[src/rtl/nand_seq_alu_pkg.sv]
// Shared definitions for the bit-serial NAND logic unit.
//   - op encodings (3 bits, 7 = illegal)
//   - sequencer state encoding
//   - op_steps(): NAND evaluations needed per result bit
//   - operand/destination select codes for the shared NAND cell mux
package nand_seq_pkg;

    localparam logic [2:0] OP_NAND = 3'd0;
    localparam logic [2:0] OP_AND  = 3'd1;
    localparam logic [2:0] OP_OR   = 3'd2;
    localparam logic [2:0] OP_NOR  = 3'd3;
    localparam logic [2:0] OP_XOR  = 3'd4;
    localparam logic [2:0] OP_XNOR = 3'd5;
    localparam logic [2:0] OP_NOTA = 3'd6;
    localparam logic [2:0] OP_ILL  = 3'd7;

    typedef enum logic [1:0] {
        ST_IDLE = 2'd0,
        ST_RUN  = 2'd1,
        ST_DONE = 2'd2
    } state_t;

    // Sources for the NAND cell inputs; T/U/V double as temporary destinations.
    typedef enum logic [2:0] {
        SEL_AI = 3'd0,
        SEL_BI = 3'd1,
        SEL_T  = 3'd2,
        SEL_U  = 3'd3,
        SEL_V  = 3'd4
    } sel_t;

    // Number of NAND evaluations per result bit for each op.
    function automatic logic [2:0] op_steps(input logic [2:0] op);
        case (op)
            OP_NAND: op_steps = 3'd1;
            OP_NOTA: op_steps = 3'd1;
            OP_AND:  op_steps = 3'd2;
            OP_OR:   op_steps = 3'd3;
            OP_NOR:  op_steps = 3'd4;
            OP_XOR:  op_steps = 3'd4;
            OP_XNOR: op_steps = 3'd5;
            default: op_steps = 3'd1;
        endcase
    endfunction

endpackage

[src/rtl/nand_seq_alu_nand2.sv]
// Two-input NAND cell; the only logic evaluator used by nand_seq_alu.
//   a, b : inputs
//   y    : ~(a & b)
module nand2 (
    input  logic a,
    input  logic b,
    output logic y
);

    assign y = ~(a & b);

endmodule

[src/rtl/nand_seq_alu.sv]
// Bit-serial logic unit: evaluates NAND/AND/OR/NOR/XOR/XNOR/NOTA on two
// WIDTH-bit operands with one shared nand2 cell, one evaluation per clock.
//   clk, rst_n : clock, synchronous active-low reset
//   start      : request, accepted when not busy (IDLE or DONE)
//   op, a, b   : operation and operands, latched on acceptance
//   busy       : high while evaluating
//   done       : one-cycle completion pulse
//   err        : set with done for op 7, cleared on next acceptance
//   y          : result, held until next acceptance
module nand_seq_alu
    import nand_seq_pkg::*;
#(
    parameter int WIDTH = 8
) (
    input  logic             clk,
    input  logic             rst_n,
    input  logic             start,
    input  logic [2:0]       op,
    input  logic [WIDTH-1:0] a,
    input  logic [WIDTH-1:0] b,
    output logic             busy,
    output logic             done,
    output logic             err,
    output logic [WIDTH-1:0] y
);

    localparam int BW = $clog2(WIDTH);
    localparam logic [BW-1:0] LAST_BIT = BW'(WIDTH - 1);

    state_t           state_r, state_s;
    logic [WIDTH-1:0] a_r, b_r, y_r;
    logic [2:0]       op_r, step_r;
    logic [BW-1:0]    bit_r;
    logic             t_r, u_r, v_r;
    logic             busy_r, done_r, err_r;

    logic             accept_s, last_step_s, last_bit_s;
    sel_t             sel_a_s, sel_b_s, dst_s;
    logic             nand_a_s, nand_b_s, nand_y_s;

    function automatic logic pick(input sel_t sel, input logic ai, input logic bi,
                                  input logic t, input logic u, input logic v);
        case (sel)
            SEL_AI:  pick = ai;
            SEL_BI:  pick = bi;
            SEL_T:   pick = t;
            SEL_U:   pick = u;
            SEL_V:   pick = v;
            default: pick = 1'b0;
        endcase
    endfunction

    // Acceptance and end-of-sequence conditions.
    always_comb begin
        accept_s    = start && (state_r != ST_RUN);
        last_step_s = (step_r == 3'(op_steps(op_r) - 3'd1));
        last_bit_s  = (bit_r == LAST_BIT);
    end

    // Step decode: NAND input selects and temporary destination per op/step.
    always_comb begin
        sel_a_s = SEL_AI;
        sel_b_s = SEL_BI;
        dst_s   = SEL_T;
        case (op_r)
            OP_NAND: begin
                sel_a_s = SEL_AI; sel_b_s = SEL_BI;
            end
            OP_NOTA: begin
                sel_a_s = SEL_AI; sel_b_s = SEL_AI;
            end
            OP_AND: begin
                case (step_r)
                    3'd0:    begin sel_a_s = SEL_AI; sel_b_s = SEL_BI; dst_s = SEL_T; end
                    default: begin sel_a_s = SEL_T;  sel_b_s = SEL_T;  end
                endcase
            end
            OP_OR, OP_NOR: begin
                // NOR reuses the OR sequence, landing the OR in t before inverting.
                case (step_r)
                    3'd0:    begin sel_a_s = SEL_AI; sel_b_s = SEL_AI; dst_s = SEL_T; end
                    3'd1:    begin sel_a_s = SEL_BI; sel_b_s = SEL_BI; dst_s = SEL_U; end
                    3'd2:    begin sel_a_s = SEL_T;  sel_b_s = SEL_U;  dst_s = SEL_T; end
                    default: begin sel_a_s = SEL_T;  sel_b_s = SEL_T;  end
                endcase
            end
            OP_XOR, OP_XNOR: begin
                // XNOR reuses the XOR sequence, landing the XOR in t before inverting.
                case (step_r)
                    3'd0:    begin sel_a_s = SEL_AI; sel_b_s = SEL_BI; dst_s = SEL_T; end
                    3'd1:    begin sel_a_s = SEL_AI; sel_b_s = SEL_T;  dst_s = SEL_U; end
                    3'd2:    begin sel_a_s = SEL_BI; sel_b_s = SEL_T;  dst_s = SEL_V; end
                    3'd3:    begin sel_a_s = SEL_U;  sel_b_s = SEL_V;  dst_s = SEL_T; end
                    default: begin sel_a_s = SEL_T;  sel_b_s = SEL_T;  end
                endcase
            end
            default: begin
                sel_a_s = SEL_AI; sel_b_s = SEL_BI;
            end
        endcase
    end

    // Step-indexed operand mux feeding the shared cell.
    always_comb begin
        nand_a_s = pick(sel_a_s, a_r[bit_r], b_r[bit_r], t_r, u_r, v_r);
        nand_b_s = pick(sel_b_s, a_r[bit_r], b_r[bit_r], t_r, u_r, v_r);
    end

    nand2 u_nand2 (
        .a (nand_a_s),
        .b (nand_b_s),
        .y (nand_y_s)
    );

    // Next-state logic.
    always_comb begin
        state_s = state_r;
        case (state_r)
            ST_IDLE, ST_DONE: begin
                if (accept_s) begin
                    state_s = (op == OP_ILL) ? ST_DONE : ST_RUN;
                end else begin
                    state_s = ST_IDLE;
                end
            end
            ST_RUN: begin
                if (last_step_s && last_bit_s) begin
                    state_s = ST_DONE;
                end else begin
                    state_s = ST_RUN;
                end
            end
            default: state_s = ST_IDLE;
        endcase
    end

    // State register.
    always_ff @(posedge clk) begin
        if (!rst_n) begin
            state_r <= ST_IDLE;
        end else begin
            state_r <= state_s;
        end
    end

    // Datapath: operand latch, counters, temporaries, result and status flags.
    always_ff @(posedge clk) begin
        if (!rst_n) begin
            a_r    <= '0;
            b_r    <= '0;
            op_r   <= 3'd0;
            step_r <= 3'd0;
            bit_r  <= '0;
            t_r    <= 1'b0;
            u_r    <= 1'b0;
            v_r    <= 1'b0;
            y_r    <= '0;
            busy_r <= 1'b0;
            done_r <= 1'b0;
            err_r  <= 1'b0;
        end else if (state_r == ST_RUN) begin
            if (last_step_s) begin
                y_r[bit_r] <= nand_y_s;
                step_r     <= 3'd0;
                if (last_bit_s) begin
                    busy_r <= 1'b0;
                    done_r <= 1'b1;
                end else begin
                    bit_r <= bit_r + 1'b1;
                end
            end else begin
                step_r <= step_r + 3'd1;
                case (dst_s)
                    SEL_T:   t_r <= nand_y_s;
                    SEL_U:   u_r <= nand_y_s;
                    SEL_V:   v_r <= nand_y_s;
                    default: t_r <= nand_y_s;
                endcase
            end
        end else if (accept_s) begin
            a_r    <= a;
            b_r    <= b;
            op_r   <= op;
            step_r <= 3'd0;
            bit_r  <= '0;
            y_r    <= '0;
            busy_r <= (op != OP_ILL);
            done_r <= (op == OP_ILL);
            err_r  <= (op == OP_ILL);
        end else begin
            busy_r <= 1'b0;
            done_r <= 1'b0;
        end
    end

    assign busy = busy_r;
    assign done = done_r;
    assign err  = err_r;
    assign y    = y_r;

endmodule
[config.mk]
export PLATFORM = sky130hd
export DESIGN_NAME = nand_seq_alu
export DESIGN_NICKNAME = d
export VERILOG_FILES = /design/src/rtl/nand_seq_alu_pkg.sv /design/src/rtl/nand_seq_alu_nand2.sv /design/src/rtl/nand_seq_alu.sv
export SDC_FILE = /design/constraint.sdc
export NUM_CORES = 1
export LEC_CHECK = 0
export BUFFER_PORTS_ARGS = -buffer_cell sky130_fd_sc_hd__buf_2
export CORE_MARGIN = 2
export CORE_UTILIZATION = 35
export CTS_CLUSTER_SIZE = 8
export DETAILED_ROUTE_END_ITERATION = 16
export SYNTH_ARGS = -nofsm -noshare
export SYNTH_HDL_FRONTEND = slang
export SYNTH_SLANG_ARGS = --single-unit
export TNS_END_PERCENT = 20
[constraint.sdc]
create_clock -name clk -period 6 [get_ports clk]
set_input_delay 0.3 -clock clk [delete_from_list [all_inputs] [get_ports clk]]
set_output_delay 0.3 -clock clk [all_outputs]
set_load 0.03 [all_outputs]
==> flow_summary.yaml, run 1 <==
logic_synthesis:
  synth_edf_count: 0
  yosys_warnings: 0
  synth_cell_types: 50
  synth_nets: 315
  synth_top_flop_cell: "dfxtp_1"
  ys_ff_latch: 41
  async_flop_share_pct: 0
  synthCells: 285
  synth_area_per_cell_um2: 7.867
  syn_area_mm2: 0.002242
  synth-seq-area-share_pct: 36.61
timing:
  tightestPinTransition_ns: 1.165
  fin_setup_tns_ns: 0
  slew_headroom_pct: 21.76
  finalCriticalPeriod_ns: 3.183
  clock.fmax_mhz: 314.1
  min_period_over_period_pct: 53.06
  final_hold_viol_count: 0
  setup_viol: 0
  drv_slew: 0
  finClkSkew_ns: 0.004954
  rsz0062_at_grt: "no"
power:
  sequentialPowerShare_pct: 47.2
  switchingPower_mw: 0.1705
  swShare_pct: 26.98
  power.share.clock_pct: 36.2
  irDropWorstVdd_mv: 0.1638
  combPwrFrac_pct: 16.6
  leakage_nw: 1.002
  p_per_area_mw_per_mm2: 250.5
  cell_internal_pwr_mw: 0.4614
  power.total_mw: 0.6319
drt:
  viasPerCell: 5.324
  post-route-drc-count: 0
  dr_total_vias: 2039
  ant_nets: 0
  wl_per_cell_um: 12.71
  drt_iter0_drc: 128
  firstDrtPassIters: 4
  totalWireLength_mm: 4.868
worst_setup_path:
  rr_startpoint: "step_r[0]"
  crit_arrival_ns: 3.31
  cpMaxStageDelayCell: "nor3_1"
  crit_start: "step_r[0]"
  cp-start-kind: "flop"
  crit_type: "flop to flop"
  path_max_fanout: 11
  cpPeakStageDelay_ns: 0.88
  cp_top_family: "simple AND/OR/NAND/NOR gates"
  cp_num_buf_inv: 1
  path_cells: "inv_1, ha_1, or2_2, a31oi_1, o221a_2, mux2i_1, a22o_1, nor3_1, a311oi_1"
  timing.reg2reg.setup_slack_ns: 2.82
  required_ns: 6.13
  r2r-end: "t_r"
  r2r_cells: 9
  worst_setup_path_end_kind: "flop"
min_path:
  whs_path_depth: 3
  hp-class: "input port to flop"
  holdPathEnd: "a_r[1]"
  hold_path_startpoint: "a[1]"
place:
  gp_congestion: 0.8043
  hpwl_mm: 3.391
  dp.cells: 375
  port_buffers: 32
clock_network:
  clockBufferDepth: 2
  post_cts.repair.setup_buffers: 0
  ctsHtreeMaxLevel: 2
  cts.clk_slew.worst_paths_ns: 0.08
  hold_buffers: 0
  cts_tree: "done"
  numCtsBuffers: 5
  cts_sinks: 41
  cts_resized: 0
  cts_root_buffer: "clkbuf_8"
  clk_latency_ns: 0.29
layout:
  nNetsFinal: 335
  drive_gt1_share_pct: 16.01
  mostFrequentLayoutCell: "nand2_1"
  area_growth_syn_to_layout_pct: 12.50
  seqCellArea_um2: 820.8
  multiInputGateArea_mm2: 0.001303
  final_cell_mix: "nand2_1 (54), dfxtp_1 (41), a21oi_1 (39)"
  antennaDiodeCount: 0
  stdcell_count: 383
  num-fill-cells: 664
global_route:
  grt_max_degree: 34
  met1_usage_pct: 18.26
  use_met3_pct: 2.572
  grt.met2_usage_pct: 24.68
  grt.busiest_layer: "met2"
  grt_use_total_pct: 14.52
  antenna_found_initial: 0
  grt_pass1_vias: 1948
  grt_pass1_wl_mm: 8.618
  grt_overflow: 0
die:
  die_height_um: 84.04
  start_util_pct: 35.72
  top_level_ports: 33
  die_area_mm2: 0.007063
  num_rows: 29
  die_x_um: 84.04
  fp.coreArea_mm2: 0.006277
run:
  drv_cap: 0
outcome:
  outcome: "completed"
[synth_stat cells, drive strengths merged (5+ instances only)]
master / number / area (um^2)
buf: 7 / 46.29
o211ai: 6 / 45.04
nand2b: 8 / 50.05
mux2i: 6 / 60.06
clkbuf: 12 / 46.29
a21oi: 39 / 195.2
nor3: 6 / 30.03
inv: 7 / 26.28
a31oi: 5 / 31.28
o31ai: 9 / 72.57
ha: 8 / 100.1
nor2: 18 / 67.56
dfxtp: 41 / 820.8
o21ai: 6 / 30.02
nand3: 6 / 30.03
nand2: 54 / 202.7
[worst reg2reg max path: stages, from the launching register on]
cell,delay (ns)
dfxtp_1,0.45
inv_1,0.14
ha_1,0.29
or2_2,0.31
a31oi_1,0.22
o221a_2,0.26
mux2i_1,0.08
a22o_1,0.17
nor3_1,0.88
a311oi_1,0.22
[power groups by stage]
stage,combinational (mW),clock (mW),sequential (mW)
after floorplan,0.0832,0,0.301
after global placement,0.106,0,0.305
after detailed placement,0.106,0,0.305
after CTS,0.106,0.233,0.298
after global routing,0.121,0.245,0.301
final,0.105,0.229,0.298
[final cells by class]
cell class                      count  share of cell area (%)
Multi-Input combinational cell    218                   51.64
Sequential cell                    41                   32.54
Timing Repair Buffer               32                   6.349
Tap cell                           77                   3.819
Clock buffer                        7                   3.423
Clock inverter                      1                   1.190
Inverter                            7                   1.042
[kinds of logic (layout without fill, tap and decap cells)]
group | Yosys count | after routing | synth area share, %
compound gates | 85 | 85 | 24.50
xor+xnor | 4 | 4 | 1.898
fa+ha+maj | 8 | 8 | 4.464
buf+inv | 26 | 47 | 5.301
flops | 41 | 41 | 36.61
mux | 9 | 9 | 4.185
simple gates | 112 | 112 | 23.05
[worst max path at each step]
stage	to	cells after the start
floorplan	y[3]	12
finish	t_r	9
global route	u_r	9
detailed placement	t_r	9
global placement	t_r	9
CTS	u_r	9
[through the flow]
step,hold WS (ns),util [%],setup slack (ns),instance area (um^2)
floorplan,0.4315,-,3.457,2242
global placement,0.4403,38.33,2.900,2406
detailed placement,0.4442,38.33,2.840,2406
CTS,0.2307,40.18,2.826,2522
global route,0.2377,40.18,2.453,2522
finish,0.2341,40.18,2.817,2522
[per-layer routing]
| layer | wire (um) | share of wire [%] |
|---|---|---|
| met3 | 169 | 3.5 |
| met4 | 81 | 1.7 |
| met5 | 0 | 0 |
| met2 | 2362 | 49 |
| met1 | 2255 | 46 |
[registers in the layout, indices dropped and copies added, names as in the netlist, 2 cells and up]
signal / count
step_r: 3
y: 8
bit_r: 3
state_r: 2
b_r: 8
op_r: 3
a_r: 8
Power figures use the tool's default switching activity.
==> inputs of run 2 (changes only) <==
- clock period: 6 -> 2.9 ns (I/O delays scaled with it)
==> run 2 against run 1 <==
Compared with the run above:
- cell area increased by 3.9%
- clock skew increased by 0.0014 ns
- register-to-register slack lost 2.6 ns
- global-route usage rose by 0.58 points
- wire length rose by 5.3%
- critical path type unchanged
- via count up 1.3%
- worst setup slack worse by 2.6 ns
- hold slack worse by 0.16 ns
- cell count up 3.7%
- largest power group unchanged
- non-clock buffer count rose by 14
==> flow_summary.yaml, run 2 (synthesis results as in run 1) <==
timing:
  slew_headroom_pct: 32.94
  rsz0062_at_grt: "no"
  finClkSkew_ns: 0.006381
  setup_viol: 0
  tightestPinTransition_ns: 1.005
  final_hold_viol_count: 0
  finalCriticalPeriod_ns: 2.704
  min_period_over_period_pct: 93.23
  drv_slew: 0
  setup_ws_ns: 0.1962
  clock.fmax_mhz: 369.9
  hold_slack_ns: 0.07635
drt:
  dr_total_vias: 2065
  ant_nets: 0
  wl_per_cell_um: 12.92
  drt-met1-wl_mm: 2.383
  firstDrtPassIters: 4
  wl_met2_mm: 2.491
  viasPerCell: 5.202
  post-route-drc-count: 0
  drt_iter0_drc: 81
  wl_met3_um: 159
  routed.top_layer: "met4"
  totalWireLength_mm: 5.128
min_path:
  hp-class: "input port to flop"
  hold_path_startpoint: "a[4]"
clock_network:
  cts_sinks: 41
  post_cts.repair.setup_buffers: 0
  ctsHtreeMaxLevel: 2
  cts_tree: "done"
  numCtsBuffers: 5
  clockBufferDepth: 2
  cts_root_buffer: "clkbuf_8"
  cts.clk_slew.worst_paths_ns: 0.08
  hold_buffers: 0
  clk_latency_ns: 0.30
power:
  irDropWorstVdd_mv: 0.3277
  power.share.clock_pct: 32.9
  swShare_pct: 29.12
  switchingPower_mw: 0.3710
  cell_internal_pwr_mw: 0.9031
  leakage_nw: 1.072
  p_per_area_mw_per_mm2: 486.3
  sequentialPowerShare_pct: 48.2
  combPwrFrac_pct: 18.9
layout:
  area_growth_syn_to_layout_pct: 16.85
  mostFrequentLayoutCell: "nand2_1"
  stdcell_count: 397
  nNetsFinal: 349
  final_cell_mix: "nand2_1 (54), a21oi_1 (39), dfxtp_1 (39)"
  post-route-util_pct: 41.74
  antennaDiodeCount: 0
  drive_gt1_share_pct: 20.94
worst_setup_path:
  crit_start: "op_r[0]"
  path_max_fanout: 7
  rr_startpoint: "op_r[0]"
  cp-start-kind: "flop"
  crit_type: "flop to flop"
  crit_arrival_ns: 2.86
  required_ns: 3.06
  worst_setup_path_end_kind: "flop"
outcome:
  outcome: "completed"
place:
  place_ws_ns: -0.04790
  gp_congestion: 0.9040
  port_buffers: 32
  dp.cells: 389
  hpwl_mm: 3.702
global_route:
  antenna_found_initial: 0
  grt_max_degree: 34
  grt_pass1_vias: 1978
  grt_overflow: 0
  grt_use_total_pct: 15.10
  grt_pass1_wl_mm: 8.845
die:
  top_level_ports: 33
  fp.coreArea_mm2: 0.006277
  die_height_um: 84.04
  num_rows: 29
  start_util_pct: 35.72
  die_x_um: 84.04
  die_area_mm2: 0.007063
run:
  drv_cap: 0
==> run 2: final cells by class <==
type,count,area (um^2)
timing repair buffer,46,265.3
sequential,41,823.3
clock buffer,7,96.34
inverter,7,26.28
fill,666,3657
tap,77,96.34
clock inverter,1,5.005
multi-input combinational,218,1308
==> run 2: final timing paths <==
kind	endpoint	slack (ns)	depth (start not counted)
setup / recovery	y[3]	0.20	10
setup reg to reg	y[3]	0.20	10
hold reg to reg	b_r[1]	0.45	2
hold / removal	a_r[4]	0.08	3
==> run 2: what timing repair did <==
item	CTS	global route
cloned	0	0
gates resized for setup	1	2
endpoints found under the setup margin	11	6
endpoints found under the hold margin	0	0
==> run 2: critical path, stage by stage (launching register included) <==
cell	delay, ns
dfxtp_1	0.46
nor2_1	0.12
a21o_1	0.19
ha_1	0.22
xor2_2	0.18
or4_1	0.40
a21boi_1	0.19
o31ai_2	0.14
or2_0	0.36
o2111ai_1	0.22
o31ai_1	0.10
==> run 2: per-layer routing <==
| metal | GRT usage, % | up-vias |
|---|---|---|
| met5 | 0 | - |
| met4 | 5.132 | 0 |
| met3 | 2.967 | 11 |
| met2 | 25.83 | 37 |
| met1 | 18.86 | 940 |
| li1 | - | 1077 |
==> run 2: per-stage QoR <==
stage	TNS, ns	area [um^2]	power (mW)
2_1_floorplan	0	2242	0.7951
3_3_place_gp	0	2511	0.8640
3_5_place_dp	-0.2050	2511	0.8660
4_1_cts	0	2618	1.280
5_1_grt	0	2620	1.347
6_report	0	2620	1.274
==> run 2: power by group through the flow <==
stage,Combinational [mW],Clock [mW],Sequential (mW)
2_1_floorplan,0.172,0,0.623
3_3_place_gp,0.238,0,0.626
3_5_place_dp,0.239,0,0.627
4_1_cts,0.242,0.425,0.614
5_1_grt,0.272,0.456,0.619
6_report,0.241,0.419,0.614
==> inputs of run 3 (changes only) <==
- ABC_AREA: not set -> 1
==> run 3 against run 2 <==
Compared with the run above:
- sequential share of layout area decreased by 0.20 points
- wire length increased by 4.9%
- global-route usage increased by 0.81 points
- clock skew increased by 0.0043 ns
- largest cell class unchanged
- clock power decreased by 3%
- highest routed layer unchanged
- non-clock buffer count decreased by 10
- first-iteration DRC count increased by 78%
- critical path type unchanged
==> flow_summary.yaml, run 3 <==
place:
  gp_congestion: 0.8778
  place_area_mm2: 0.002532
  port_buffers: 32
  hpwl_mm: 3.947
die:
  fp.coreArea_mm2: 0.006350
  top_level_ports: 33
  num_rows: 29
  die_area_mm2: 0.007268
  die_height_um: 85.26
  die_x_um: 85.26
  start_util_pct: 36.39
worst_setup_path:
  r2r-end: "done"
  cp-start-kind: "flop"
  timing.reg2reg.setup_slack_ns: 0.81
  path_max_fanout: 8
  crit_type: "flop to flop"
  r2r_cells: 13
  crit_arrival_ns: 2.28
  rr_startpoint: "op_r[2]"
  worst_setup_path_end_kind: "flop"
  required_ns: 3.09
global_route:
  use_met3_pct: 2.918
  grt.busiest_layer: "met2"
  grt_pass1_wl_mm: 9.535
  grt_use_total_pct: 15.92
  grt_overflow: 0
  grt_pass1_vias: 2193
  met1_usage_pct: 20.49
  antenna_found_initial: 0
  grt.met2_usage_pct: 27.34
  grt_max_degree: 23
drt:
  viasPerCell: 4.907
  wl_per_cell_um: 11.62
  drt_iter0_drc: 144
  post-route-drc-count: 0
  firstDrtPassIters: 4
  ant_nets: 0
  dr_total_vias: 2272
  totalWireLength_mm: 5.380
timing:
  slew_headroom_pct: 61.67
  rsz0062_at_grt: "no"
  final_hold_viol_count: 0
  finClkSkew_ns: 0.01069
  min_period_over_period_pct: 72.21
  finalCriticalPeriod_ns: 2.094
  tightestPinTransition_ns: 0.5744
  fin_setup_tns_ns: 0
  clock.fmax_mhz: 477.5
  drv_slew: 0
  setup_viol: 0
logic_synthesis:
  yosysMostFrequentCell: "nand2_1"
  netlist.area_leader.share_pct: 35.52
  synth_nets: 385
  yosysTopAreaCell: "dfxtp_1"
  synthAdderAreaFrac_pct: 4.331
  synth_xor_area_share_pct: 1.841
  synth-simple-area-share_pct: 33.84
  synthCells: 355
  async_flop_share_pct: 0
  synth_top_family_by_area: "simple AND/OR/NAND/NOR gates"
  synth_top_flop_cell: "dfxtp_1"
  synth_cell_types: 32
  synth-seq-area-share_pct: 35.52
  ys_ff_latch: 41
  synth_area_per_cell_um2: 6.510
  ys_top_cells_by_count: "nand2_1 (79), nor2_1 (57), dfxtp_1 (41), inv_1 (37), nand3_1 (28)"
  synth_compound_area_share_pct: 14.67
  syn_area_mm2: 0.002311
  synth_edf_count: 0
  muxShareOfSynthArea_pct: 0
  yosys_warnings: 0
  synthTopCellsByArea: "dfxtp_1 (36%), nand2_1 (13%), nor2_1 (9.3%)"
clock_network:
  cts.clk_slew.worst_paths_ns: 0.09
  cts_sinks: 41
  numCtsBuffers: 5
  cts_root_buffer: "clkbuf_8"
  cts_resized: 0
  ctsHtreeMaxLevel: 2
  clockBufferDepth: 2
  clk_latency_ns: 0.30
  hold_buffers: 0
  post_cts.repair.setup_buffers: 0
  cts_tree: "done"
run:
  drv_cap: 0
layout:
  area_growth_syn_to_layout_pct: 13.75
  antennaDiodeCount: 0
  design_area_mm2: 0.002629
  nNetsFinal: 415
  drive_gt1_share_pct: 16.06
  final_cell_mix: "nand2_1 (79), nor2_1 (57), dfxtp_1 (41)"
  mostFrequentLayoutCell: "nand2_1"
outcome:
  outcome: "completed"
power:
  irDropWorstVdd_mv: 0.2306
  p_per_area_mw_per_mm2: 510.6
  power.total_mw: 1.342
  leakage_nw: 1.283
min_path:
  hp-class: "input port to flop"
  holdPathEnd: "a_r[5]"
  hold_path_startpoint: "a[5]"
  whs_path_depth: 3
==> run 3: where the power goes <==
group / internal (mW) / switching (mW)
combinational: 0.107 / 0.207
clock: 0.193 / 0.211
sequential: 0.600 / 0.0237
==> run 3: worst max path at each step <==
stage	startpoint	endpoint	slack, ns	depth (start not counted)
after detailed placement	op_r[2]	y[2]	0.83	13
after CTS	op_r[2]	y[2]	0.81	13
after global routing	op_r[2]	y[7]	0.58	13
after global placement	op_r[2]	y[6]	0.91	13
final	op_r[2]	done	0.81	13
after floorplan	op_r[2]	y[0]	1.07	12
==> run 3: kinds of logic (layout without fill, tap and decap cells) <==
family                     Yosys count  after routing
and+or+nand+nor                    181            181
DFF                                 41             41
xor gates and xnor gates             4              4
buffers and inverters               56             87
adders and majority gates            8              8
AOI/OAI and AO/OA                   65             65
==> run 3: through the flow <==
step           instances  hold slack [ns]  util, %  setup slack, ns
3_5_place_dp         455           0.3710    39.88           0.8292
5_1_grt              463          0.06996    41.40           0.5760
6_report             463          0.06766    41.40           0.8058
3_3_place_gp         455           0.3686    39.88           0.9083
4_1_cts              463          0.06081    41.40           0.8053
2_1_floorplan        355           0.2799        -            1.070
==> run 3: area by class of cell <==
class / instances / area (um^2)
fill: 707 / 3721
clock inverter: 2 / 13.76
timing repair buffer: 36 / 190.2
clock buffer: 6 / 82.58
tap: 77 / 96.34
sequential: 41 / 820.8
inverter: 43 / 161.4
multi-input combinational: 258 / 1264
==> run 3: routing by layer <==
metal | vias to the layer above | wire length, um
li1 | 1188 | -
met1 | 1049 | 2681
met2 | 33 | 2467
met3 | 2 | 207
met4 | 0 | 24
met5 | - | 0
==> run 3: critical path: stages, from the launching register on <==
cell	delay (ns)
dfxtp_1	0.35
inv_1	0.13
nand2_2	0.09
o21ai_0	0.17
inv_1	0.06
ha_1	0.28
xnor2_1	0.18
nor2_2	0.08
nand2_4	0.14
nor2_1	0.07
nor2_1	0.18
nand2_1	0.09
o211ai_1	0.11
inv_1	0.06
